### src/rtl/multicycle_control_fsm.sv
// -----------------------------------------------------------------------------
// multicycle_control_fsm
//
// Control sequencer for a multi-cycle MIPS-subset datapath. It steps each
// instruction through fetch, decode, execute, memory and write-back, and drives
// every datapath select and write strobe. Memory accesses use a mem_ready
// handshake, so memory latency can vary. An unknown opcode or R-type funct
// enters a trap state.
//
// Parameters:
//   ALU_CTRL_W   width of alu_control
//   NUM_ALU_OPS  R-type funct values 0..NUM_ALU_OPS-1 are legal and map
//                directly onto alu_control
//
// Ports:
//   clk, rst_n        rising-edge clock, asynchronous active-low reset
//   opcode, funct     IR fields; stable from DECODE until the next FETCH
//   mem_ready         memory completes the current access this cycle
//   iord              memory address select (0 PC, 1 ALUOut)
//   mem_read/write    memory requests, held through wait cycles
//   ir_write          IR load strobe
//   pc_write          unconditional PC load
//   branch/branch_ne  conditional PC load on zero / not zero
//   pc_src            00 ALU, 01 ALUOut, 10 jump target, 11 trap vector
//   alu_control       ALU operation (0 add, 1 sub, 2 and, 3 or, ...)
//   alu_src_a/b       ALU operand selects
//   imm_zext          zero-extend the immediate
//   reg_write         register file write
//   reg_dst           00 rt, 01 rd, 10 r31
//   mem2reg           00 ALUOut, 01 MDR, 10 PC
//   illegal           trap indicator
//   state             current state code, for debug
// -----------------------------------------------------------------------------
module multicycle_control_fsm #(
    parameter int ALU_CTRL_W  = 4,
    parameter int NUM_ALU_OPS = 13
) (
    input  logic                  clk,
    input  logic                  rst_n,
    input  logic [5:0]            opcode,
    input  logic [5:0]            funct,
    input  logic                  mem_ready,
    output logic                  iord,
    output logic                  mem_read,
    output logic                  mem_write,
    output logic                  ir_write,
    output logic                  pc_write,
    output logic                  branch,
    output logic                  branch_ne,
    output logic [1:0]            pc_src,
    output logic [ALU_CTRL_W-1:0] alu_control,
    output logic                  alu_src_a,
    output logic [1:0]            alu_src_b,
    output logic                  imm_zext,
    output logic                  reg_write,
    output logic [1:0]            reg_dst,
    output logic [1:0]            mem2reg,
    output logic                  illegal,
    output logic [3:0]            state
);

    if (NUM_ALU_OPS > 2 ** ALU_CTRL_W) begin : g_bad_params
        $error("NUM_ALU_OPS does not fit in ALU_CTRL_W bits");
    end

    typedef enum logic [3:0] {
        S_FETCH  = 4'd0,
        S_DECODE = 4'd1,
        S_MEMADR = 4'd2,
        S_MEMRD  = 4'd3,
        S_MEMWB  = 4'd4,
        S_MEMWR  = 4'd5,
        S_EXEC   = 4'd6,
        S_ALUWB  = 4'd7,
        S_BRANCH = 4'd8,
        S_IMMEX  = 4'd9,
        S_IMMWB  = 4'd10,
        S_JUMP   = 4'd11,
        S_TRAP   = 4'd12
    } state_t;

    localparam logic [5:0] OP_RTYPE = 6'h00;
    localparam logic [5:0] OP_J     = 6'h02;
    localparam logic [5:0] OP_JAL   = 6'h03;
    localparam logic [5:0] OP_BEQ   = 6'h04;
    localparam logic [5:0] OP_BNE   = 6'h05;
    localparam logic [5:0] OP_ADDI  = 6'h08;
    localparam logic [5:0] OP_ANDI  = 6'h0C;
    localparam logic [5:0] OP_ORI   = 6'h0D;
    localparam logic [5:0] OP_LW    = 6'h23;
    localparam logic [5:0] OP_SW    = 6'h2B;

    localparam logic [ALU_CTRL_W-1:0] ALU_ADD = ALU_CTRL_W'(0);
    localparam logic [ALU_CTRL_W-1:0] ALU_SUB = ALU_CTRL_W'(1);
    localparam logic [ALU_CTRL_W-1:0] ALU_AND = ALU_CTRL_W'(2);
    localparam logic [ALU_CTRL_W-1:0] ALU_OR  = ALU_CTRL_W'(3);

    state_t state_q;
    state_t state_d;

    logic                  funct_legal;
    logic [ALU_CTRL_W-1:0] alu_funct;
    logic [ALU_CTRL_W-1:0] alu_imm;
    logic                  zext_imm;

    assign funct_legal = (32'(funct) < NUM_ALU_OPS);
    assign alu_funct   = ALU_CTRL_W'(funct);

    // Immediate-class ALU op and extension, shared by IMMEX and IMMWB so the
    // write-back cycle presents the same values as the execute cycle.
    always_comb begin
        alu_imm  = ALU_ADD;
        zext_imm = 1'b0;
        case (opcode)
            OP_ANDI: begin alu_imm = ALU_AND; zext_imm = 1'b1; end
            OP_ORI:  begin alu_imm = ALU_OR;  zext_imm = 1'b1; end
            default: begin alu_imm = ALU_ADD; zext_imm = 1'b0; end
        endcase
    end

    // NOTE: sequential state uses non-blocking assignments so every flop
    // samples its inputs from before the edge, independent of process order.
    always_ff @(posedge clk or negedge rst_n) begin
        if (!rst_n) state_q <= S_FETCH;
        else        state_q <= state_d;
    end

    // NOTE: each combinational block assigns every output a default first, so
    // no path leaves a signal unassigned and no latch is inferred.
    always_comb begin
        state_d = S_FETCH;
        case (state_q)
            S_FETCH:  state_d = mem_ready ? S_DECODE : S_FETCH;
            S_DECODE: begin
                case (opcode)
                    OP_LW, OP_SW:             state_d = S_MEMADR;
                    OP_RTYPE:                 state_d = funct_legal ? S_EXEC : S_TRAP;
                    OP_BEQ, OP_BNE:           state_d = S_BRANCH;
                    OP_ADDI, OP_ANDI, OP_ORI: state_d = S_IMMEX;
                    OP_J, OP_JAL:             state_d = S_JUMP;
                    default:                  state_d = S_TRAP;
                endcase
            end
            S_MEMADR: begin
                if      (opcode == OP_LW) state_d = S_MEMRD;
                else if (opcode == OP_SW) state_d = S_MEMWR;
                else                      state_d = S_FETCH;
            end
            S_MEMRD:  state_d = mem_ready ? S_MEMWB : S_MEMRD;
            S_MEMWB:  state_d = S_FETCH;
            S_MEMWR:  state_d = mem_ready ? S_FETCH : S_MEMWR;
            S_EXEC:   state_d = S_ALUWB;
            S_ALUWB:  state_d = S_FETCH;
            S_BRANCH: state_d = S_FETCH;
            S_IMMEX:  state_d = S_IMMWB;
            S_IMMWB:  state_d = S_FETCH;
            S_JUMP:   state_d = S_FETCH;
            S_TRAP:   state_d = S_FETCH;
            default:  state_d = S_FETCH;
        endcase
    end

    // Outputs decode from the current state. During reset the state register
    // already reads FETCH, so everything is also gated off by rst_n to keep
    // the FETCH request and mem_ready-qualified strobes quiet.
    always_comb begin
        iord        = 1'b0;
        mem_read    = 1'b0;
        mem_write   = 1'b0;
        ir_write    = 1'b0;
        pc_write    = 1'b0;
        branch      = 1'b0;
        branch_ne   = 1'b0;
        pc_src      = 2'b00;
        alu_control = ALU_ADD;
        alu_src_a   = 1'b0;
        alu_src_b   = 2'b00;
        imm_zext    = 1'b0;
        reg_write   = 1'b0;
        reg_dst     = 2'b00;
        mem2reg     = 2'b00;
        illegal     = 1'b0;
        if (rst_n) begin
            case (state_q)
                S_FETCH: begin
                    mem_read  = 1'b1;
                    alu_src_b = 2'b01;
                    ir_write  = mem_ready;
                    pc_write  = mem_ready;
                end
                S_DECODE: alu_src_b = 2'b11;
                S_MEMADR: begin
                    alu_src_a = 1'b1;
                    alu_src_b = 2'b10;
                end
                S_MEMRD: begin
                    iord     = 1'b1;
                    mem_read = 1'b1;
                end
                S_MEMWB: begin
                    reg_write = 1'b1;
                    mem2reg   = 2'b01;
                end
                S_MEMWR: begin
                    iord      = 1'b1;
                    mem_write = 1'b1;
                end
                S_EXEC: begin
                    alu_src_a   = 1'b1;
                    alu_control = alu_funct;
                end
                S_ALUWB: begin
                    reg_write = 1'b1;
                    reg_dst   = 2'b01;
                end
                S_BRANCH: begin
                    alu_src_a   = 1'b1;
                    alu_control = ALU_SUB;
                    pc_src      = 2'b01;
                    branch      = (opcode == OP_BEQ);
                    branch_ne   = (opcode == OP_BNE);
                end
                S_IMMEX: begin
                    alu_src_a   = 1'b1;
                    alu_src_b   = 2'b10;
                    alu_control = alu_imm;
                    imm_zext    = zext_imm;
                end
                S_IMMWB: begin
                    reg_write   = 1'b1;
                    alu_control = alu_imm;
                    imm_zext    = zext_imm;
                end
                S_JUMP: begin
                    pc_src   = 2'b10;
                    pc_write = 1'b1;
                    if (opcode == OP_JAL) begin
                        reg_write = 1'b1;
                        reg_dst   = 2'b10;
                        mem2reg   = 2'b10;
                    end
                end
                S_TRAP: begin
                    illegal  = 1'b1;
                    pc_src   = 2'b11;
                    pc_write = 1'b1;
                end
                default: ;
            endcase
        end
    end

    assign state = state_q;

endmodule
### config.mk
export PLATFORM = sky130hd
export DESIGN_NAME = multicycle_control_fsm
export DESIGN_NICKNAME = d
export VERILOG_FILES = /design/src/rtl/multicycle_control_fsm.sv
export SDC_FILE = /design/constraint.sdc
export NUM_CORES = 1
export LEC_CHECK = 0
export CORE_UTILIZATION = 32
export DETAILED_ROUTE_END_ITERATION = 7
export PLACE_DENSITY = 0.76
export SYNTH_ARGS = -nofsm -noshare
export SYNTH_HDL_FRONTEND = slang
export SYNTH_SLANG_ARGS = --single-unit
### constraint.sdc
create_clock -name clk -period 1.5 [get_ports clk]
set_input_delay 0.3 -clock clk [delete_from_list [all_inputs] [get_ports clk]]
set_output_delay 0.3 -clock clk [all_outputs]
set_load 0.02 [all_outputs]
==> impl_metrics.yaml, run 1 <==
setup_path:
  path_max_fanout: 6
  path_class: "flop to output port"
  start_kind: "flop"
  crit_top_cell: "buf_6"
  worstPathRequired_ns: 1.20
  critPathBufInv: 2
  crit_chain: "buf_6, and2_2, nand4_1, o22a_1, nor2_4, buf_6"
  crit_arrival_ns: 1.63
  reg2reg_slack_ns: -0.24
  cp_top_family: "flip-flops"
  slowest_stage: "dfrtp_2"
  end_kind: "output port"
  max_stage_delay_ns: 0.44
power:
  power.density_nw_per_um2: 1380
  power_frac_seq_pct: 10.1
  power.total_mw: 2.602
  clockPowerShare_pct: 5.6
  power_leakage_nw: 0.8716
  p_sw_share_pct: 48.59
  power_switching_mw: 1.264
  internal_power_mw: 1.338
  p_comb_share_pct: 84.3
  ir_drop_v: 0.001205
placed_design:
  post-dp-hpwl_mm: 2.535
  place_ws_ns: -1.044
  post-place-cells: 225
  port_buffers: 41
  routabilityCongestion: 0.9122
  dpl_cell_area_um2: 1598
grt:
  grt_pass1_vias: 1282
  grt_max_degree: 11
  grt_usage_pct: 30.71
  met1_usage_pct: 36.59
  overflow: 0
  antenna_found_initial: 0
  grt_pass1_wl_mm: 6.037
  met2_usage_pct: 54.76
  grt.busiest_layer: "met2"
  met3_usage_pct: 2.381
synthesis:
  synth_most_common_cell: "nor2_1"
  synth_area_leaders: "dfrtp_1 (13%), nor2_1 (12%), nand2_1 (7.2%), nand2b_1 (4.8%), nor4_1 (4.0%)"
  synth_nets: 138
  yosysWarningCount: 0
  synth_common_cells: "nor2_1 (24), nand2_1 (15), nand2b_1 (6)"
  synth_top_area_share_pct: 12.82
  synth_async_sr_flop_share_pct: 100.0
  syn_area_um2: 780.7
  synth_edf_count: 0
  avgSynthCellArea_um2: 6.348
  synth_flop_cell: "dfrtp_1"
  yosysTopAreaCell: "dfrtp_1"
  synth.ff_latch_count: 4
  synthCells: 123
  yosysUniqueCellTypes: 42
  synth_seq_area_share_pct: 12.82
cells_and_area:
  drive_gt1_share_pct: 63.38
  stdcell_count: 241
  nets: 230
  final_util_pct: 83.63
  fin_area_um2: 1886
  largest_register_ffs: 4
  area_growth_pct: 141.5
  num_antenna_cells: 0
floorplan:
  core_um2: 2255
  start_util_pct: 34.63
  fp.dieH_um: 51.40
  num_rows: 17
  num_io_pins: 42
  die_w_um: 51.40
  die_area_um2: 2641
timing:
  worst_slack_ns: -0.4273
  fin_crit_ns: 1.927
  rsz0062_at_grt: "true"
  finalMaxSlewViolations: 0
  whs_ns: 0.2668
  finalCritPeriodShare_pct: 128.5
  fmax_mhz: 518.9
  finClkSkew_ns: 0.001692
  hold_viol_final: 0
  worstMarginPinSlew_ns: 0.3326
  finalSetupTns_ns: -6.924
  maxSlewHeadroom_pct: 77.64
  setup_viol: 27
outcome:
  outcome: "finished, violations left"
  violations: "negative setup slack"
route:
  vias_per_cell: 5.917
  dr.pass1.iters: 4
  routed-via-count: 1426
  drt-total-wl_mm: 4.615
  route.detailed.drc: 0
  wl_per_cell_um: 19.15
  dr.first_iter.drc_count: 78
  antenna_left: 0
cts:
  numClockSinks: 4
  cts_hold_buf: 0
  cts_tree: "yes"
  worstSkewPairLatency_ns: 0.24
  h-tree-depth: 1
  clk_pin_slew_ns: 0.04
  cts_made_buffers: 3
  clockRootBuffer: "clkbuf_4"
  clockBufferDepth: 2
worst_hold_path:
  min_path_type: "input port to asynchronous set/reset pin"
flow_run:
  drv_cap: 0
[path summary, 6_finish.rpt]
kind / start / end / cells after the start
worst max-delay path: state[3]$_DFF_PN0_ / alu_control[0] / 6
worst min-delay path: rst_n / state[1]$_DFF_PN0_ / 3
worst max register to register: state[1]$_DFF_PN0_ / state[2]$_DFF_PN0_ / 7
worst min register to register: state[2]$_DFF_PN0_ / state[3]$_DFF_PN0_ / 2
max in group asynchronous: rst_n / state[2]$_DFF_PN0_ / 3
min in group clk: state[2]$_DFF_PN0_ / state[3]$_DFF_PN0_ / 2
[cell usage in the layout (no fill, tap or decap), types with 4 or more instances in the layout]
cell type	n
dlygate4sd2_1	7
nor2_2	6
dfrtp_2	4
buf_4	52
buf_6	24
nand2_1	11
nor2_4	7
nor2_1	11
inv_1	4
buf_2	5
clkdlybuf4s50_1	7
[cells by family after synthesis]
kind of cell | share of synthesized area (%)
buffers and inverters | 9.455
AOI/OAI and AO/OA | 22.92
DFF | 12.82
muxes | 1.282
xor gates and xnor gates | 2.244
and+or+nand+nor | 51.28
[layer usage]
layer	wire length, µm	up-vias
met5	0	-
met4	249	0
met3	382	29
met2	2278	114
met1	1705	660
li1	-	623
[final cells by class]
type | count | area, µm²
clock buffer | 3 | 22.52
fill | 136 | 369.1
inverter | 5 | 18.77
multi-input combinational | 104 | 862.1
sequential | 4 | 105.1
tap | 28 | 35.03
timing repair buffer | 97 | 842.1
[worst reg2reg max path, stage by stage (launching register included)]
cell and delay [ns]:
dfrtp_2 0.47, buf_6 0.14, buf_6 0.11, buf_6 0.11, or3b_4 0.37, a21oi_2 0.16, a41oi_2 0.07, a21bo_2 0.24
[power groups by stage]
stage	Sequential (mW)	Combinational [mW]	Clock [mW]
after floorplan	0.264	0.815	0
after global placement	0.244	1.57	0
after detailed placement	0.245	1.59	0
after CTS	0.244	1.78	0.145
after global routing	0.266	2.28	0.152
final	0.262	2.19	0.147
[what timing repair did]
item / in CTS / in global routing
setup endpoints to repair: 31 / 27
pin swaps: 15 / 12
endpoints found under the hold margin: 0 / 0
setup buffers: 5 / 8
resized for setup: 166 / 35
Note: power is estimated with default switching activity, not from simulation.
==> run 2: changes to the inputs <==
==> constraint.sdc (replaced) <==
create_clock -name clk -period 2.2 [get_ports clk]
set_input_delay 0.44 -clock clk [delete_from_list [all_inputs] [get_ports clk]]
set_output_delay 0.44 -clock clk [all_outputs]
set_load 0.02 [all_outputs]
==> run 2 against run 1 <==
The flow now finishes without violations. Critical endpoint is now illegal. Largest power group unchanged. Non-clock buffer count is 20 lower. Largest cell class unchanged. Utilization decreased by 21 points. Sequential share of layout area up 1.9 points.
==> impl_metrics.yaml, run 2 (synthesized netlist as in run 1, its figures left out) <==
worst_hold_path:
  min_path_type: "input port to asynchronous set/reset pin"
timing:
  finalCritPeriodShare_pct: 97.35
  fmax_mhz: 466.9
  setup_viol: 0
  hold_viol_final: 0
  whs_ns: 0.5723
  worstMarginPinSlew_ns: 0.3578
  finalSetupTns_ns: 0
  fin_crit_ns: 2.142
  finClkSkew_ns: 0.001489
  rsz0062_at_grt: "false"
  maxSlewHeadroom_pct: 76.10
  finalMaxSlewViolations: 0
grt:
  antenna_found_initial: 0
  overflow: 0
  grt_usage_pct: 23.41
  grt_max_degree: 16
  grt_pass1_wl_mm: 4.774
  grt_pass1_vias: 1138
cts:
  cts_tree: "yes"
  worstSkewPairLatency_ns: 0.24
  clockBufferDepth: 2
  cts_made_buffers: 3
  clk_pin_slew_ns: 0.04
  numClockSinks: 4
  clockRootBuffer: "clkbuf_4"
  h-tree-depth: 1
  cts_setup_buffers: 0
route:
  route.detailed.drc: 0
  routed-wl-met3_um: 171
  dr_wl_met2_mm: 1.407
  dr.pass1.iters: 4
  routed-via-count: 1165
  antenna_left: 0
  dr.first_iter.drc_count: 44
  dr.max_layer_used: "met4"
  drt-total-wl_mm: 2.876
  met1_length_mm: 1.221
  vias_per_cell: 5.271
  wl_per_cell_um: 13.01
placed_design:
  post-place-cells: 218
  dpl_cell_area_um2: 1441
  routabilityCongestion: 0.8987
  post-dp-hpwl_mm: 2.314
  port_buffers: 41
setup_path:
  r2r_start: "state[1]$_DFF_PN0_"
  path_max_fanout: 3
  end_kind: "output port"
  reg2reg_slack_ns: 0.68
  r2r_cells: 5
  crit_arrival_ns: 1.70
  worstPathRequired_ns: 1.76
  path_class: "input port to output port"
  start_kind: "input port"
  regToRegEndpoint: "state[2]$_DFF_PN0_"
cells_and_area:
  num_antenna_cells: 0
  fin_area_um2: 1415
  area_growth_pct: 81.25
  final_cell_mix: "buf_4 (35), nor2_1 (22), nand2_1 (15)"
  final_util_pct: 62.76
  drive_gt1_share_pct: 36.27
  largest_register_ffs: 4
  nets: 210
  stdcell_count: 221
  final_common_cell: "buf_4"
outcome:
  outcome: "completed"
power:
  power_leakage_nw: 0.6716
  internal_power_mw: 0.6307
  power.density_nw_per_um2: 850.9
  power_switching_mw: 0.5733
  power_frac_seq_pct: 15.5
  p_comb_share_pct: 77.0
  p_sw_share_pct: 47.62
  clockPowerShare_pct: 7.5
  ir_drop_v: 0.0005109
floorplan:
  fp.dieH_um: 51.40
  num_io_pins: 42
  die_area_um2: 2641
  core_um2: 2255
  die_w_um: 51.40
  num_rows: 17
  start_util_pct: 34.63
flow_run:
  drv_cap: 0
## run 2: timing repair
action / CTS / global route
hold buffers: 0 / 0
pin swaps: 2 / 2
cloned: 0 / 0
gates resized for setup: 59 / 29
endpoints found under the setup margin: 23 / 19
## run 2: worst max-delay path by stage
| stage | from | endpoint | slack (ns) |
|---|---|---|---|
| floorplan | state[0]$_DFF_PN0_ | branch | 0.06 |
| global placement | opcode[2] | alu_control[0] | -0.53 |
| detailed placement | opcode[2] | alu_control[0] | -0.62 |
| finish | rst_n | illegal | 0.06 |
| global route | rst_n | mem_write | 0.0002 |
| CTS | opcode[1] | alu_control[0] | 0.0008 |
## run 2: through the flow
step	setup WS, ns	power, mW
floorplan	0.06064	0.6286
global placement	-0.5307	1.113
finish	0.05832	1.204
CTS	0.0007638	1.203
detailed placement	-0.6169	1.136
global route	0.0002216	1.304
## run 2: worst max-delay path, cell delays in order
cell and delay (ns):
clkdlybuf4s50_1 0.52, nand3_2 0.15, buf_4 0.17, inv_1 0.05, and2_1 0.12, clkdlybuf4s15_2 0.25
## run 2: metal layers
layer  GRT usage [%]  vias up
met5               0        -
met4           12.61        0
met3          0.2976        8
met2           40.69       54
met1           29.06      519
li1                -      584
## run 2: power groups by stage
| stage | Combinational, mW | Sequential (mW) | Clock (mW) |
|---|---|---|---|
| 3_5_place_dp | 0.960 | 0.175 | 0 |
| 2_1_floorplan | 0.460 | 0.169 | 0 |
| 6_report | 0.927 | 0.186 | 0.0903 |
| 5_1_grt | 1.01 | 0.192 | 0.101 |
| 3_3_place_gp | 0.938 | 0.174 | 0 |
| 4_1_cts | 0.930 | 0.181 | 0.0911 |
## run 2: area by class of cell
| cell class | count | area [µm²] |
|---|---|---|
| Fill cell | 218 | 839.6 |
| Multi-Input combinational cell | 104 | 629.4 |
| Tap cell | 28 | 35.03 |
| Inverter | 5 | 18.77 |
| Clock buffer | 3 | 22.52 |
| Timing Repair Buffer | 77 | 604.3 |
| Sequential cell | 4 | 105.1 |
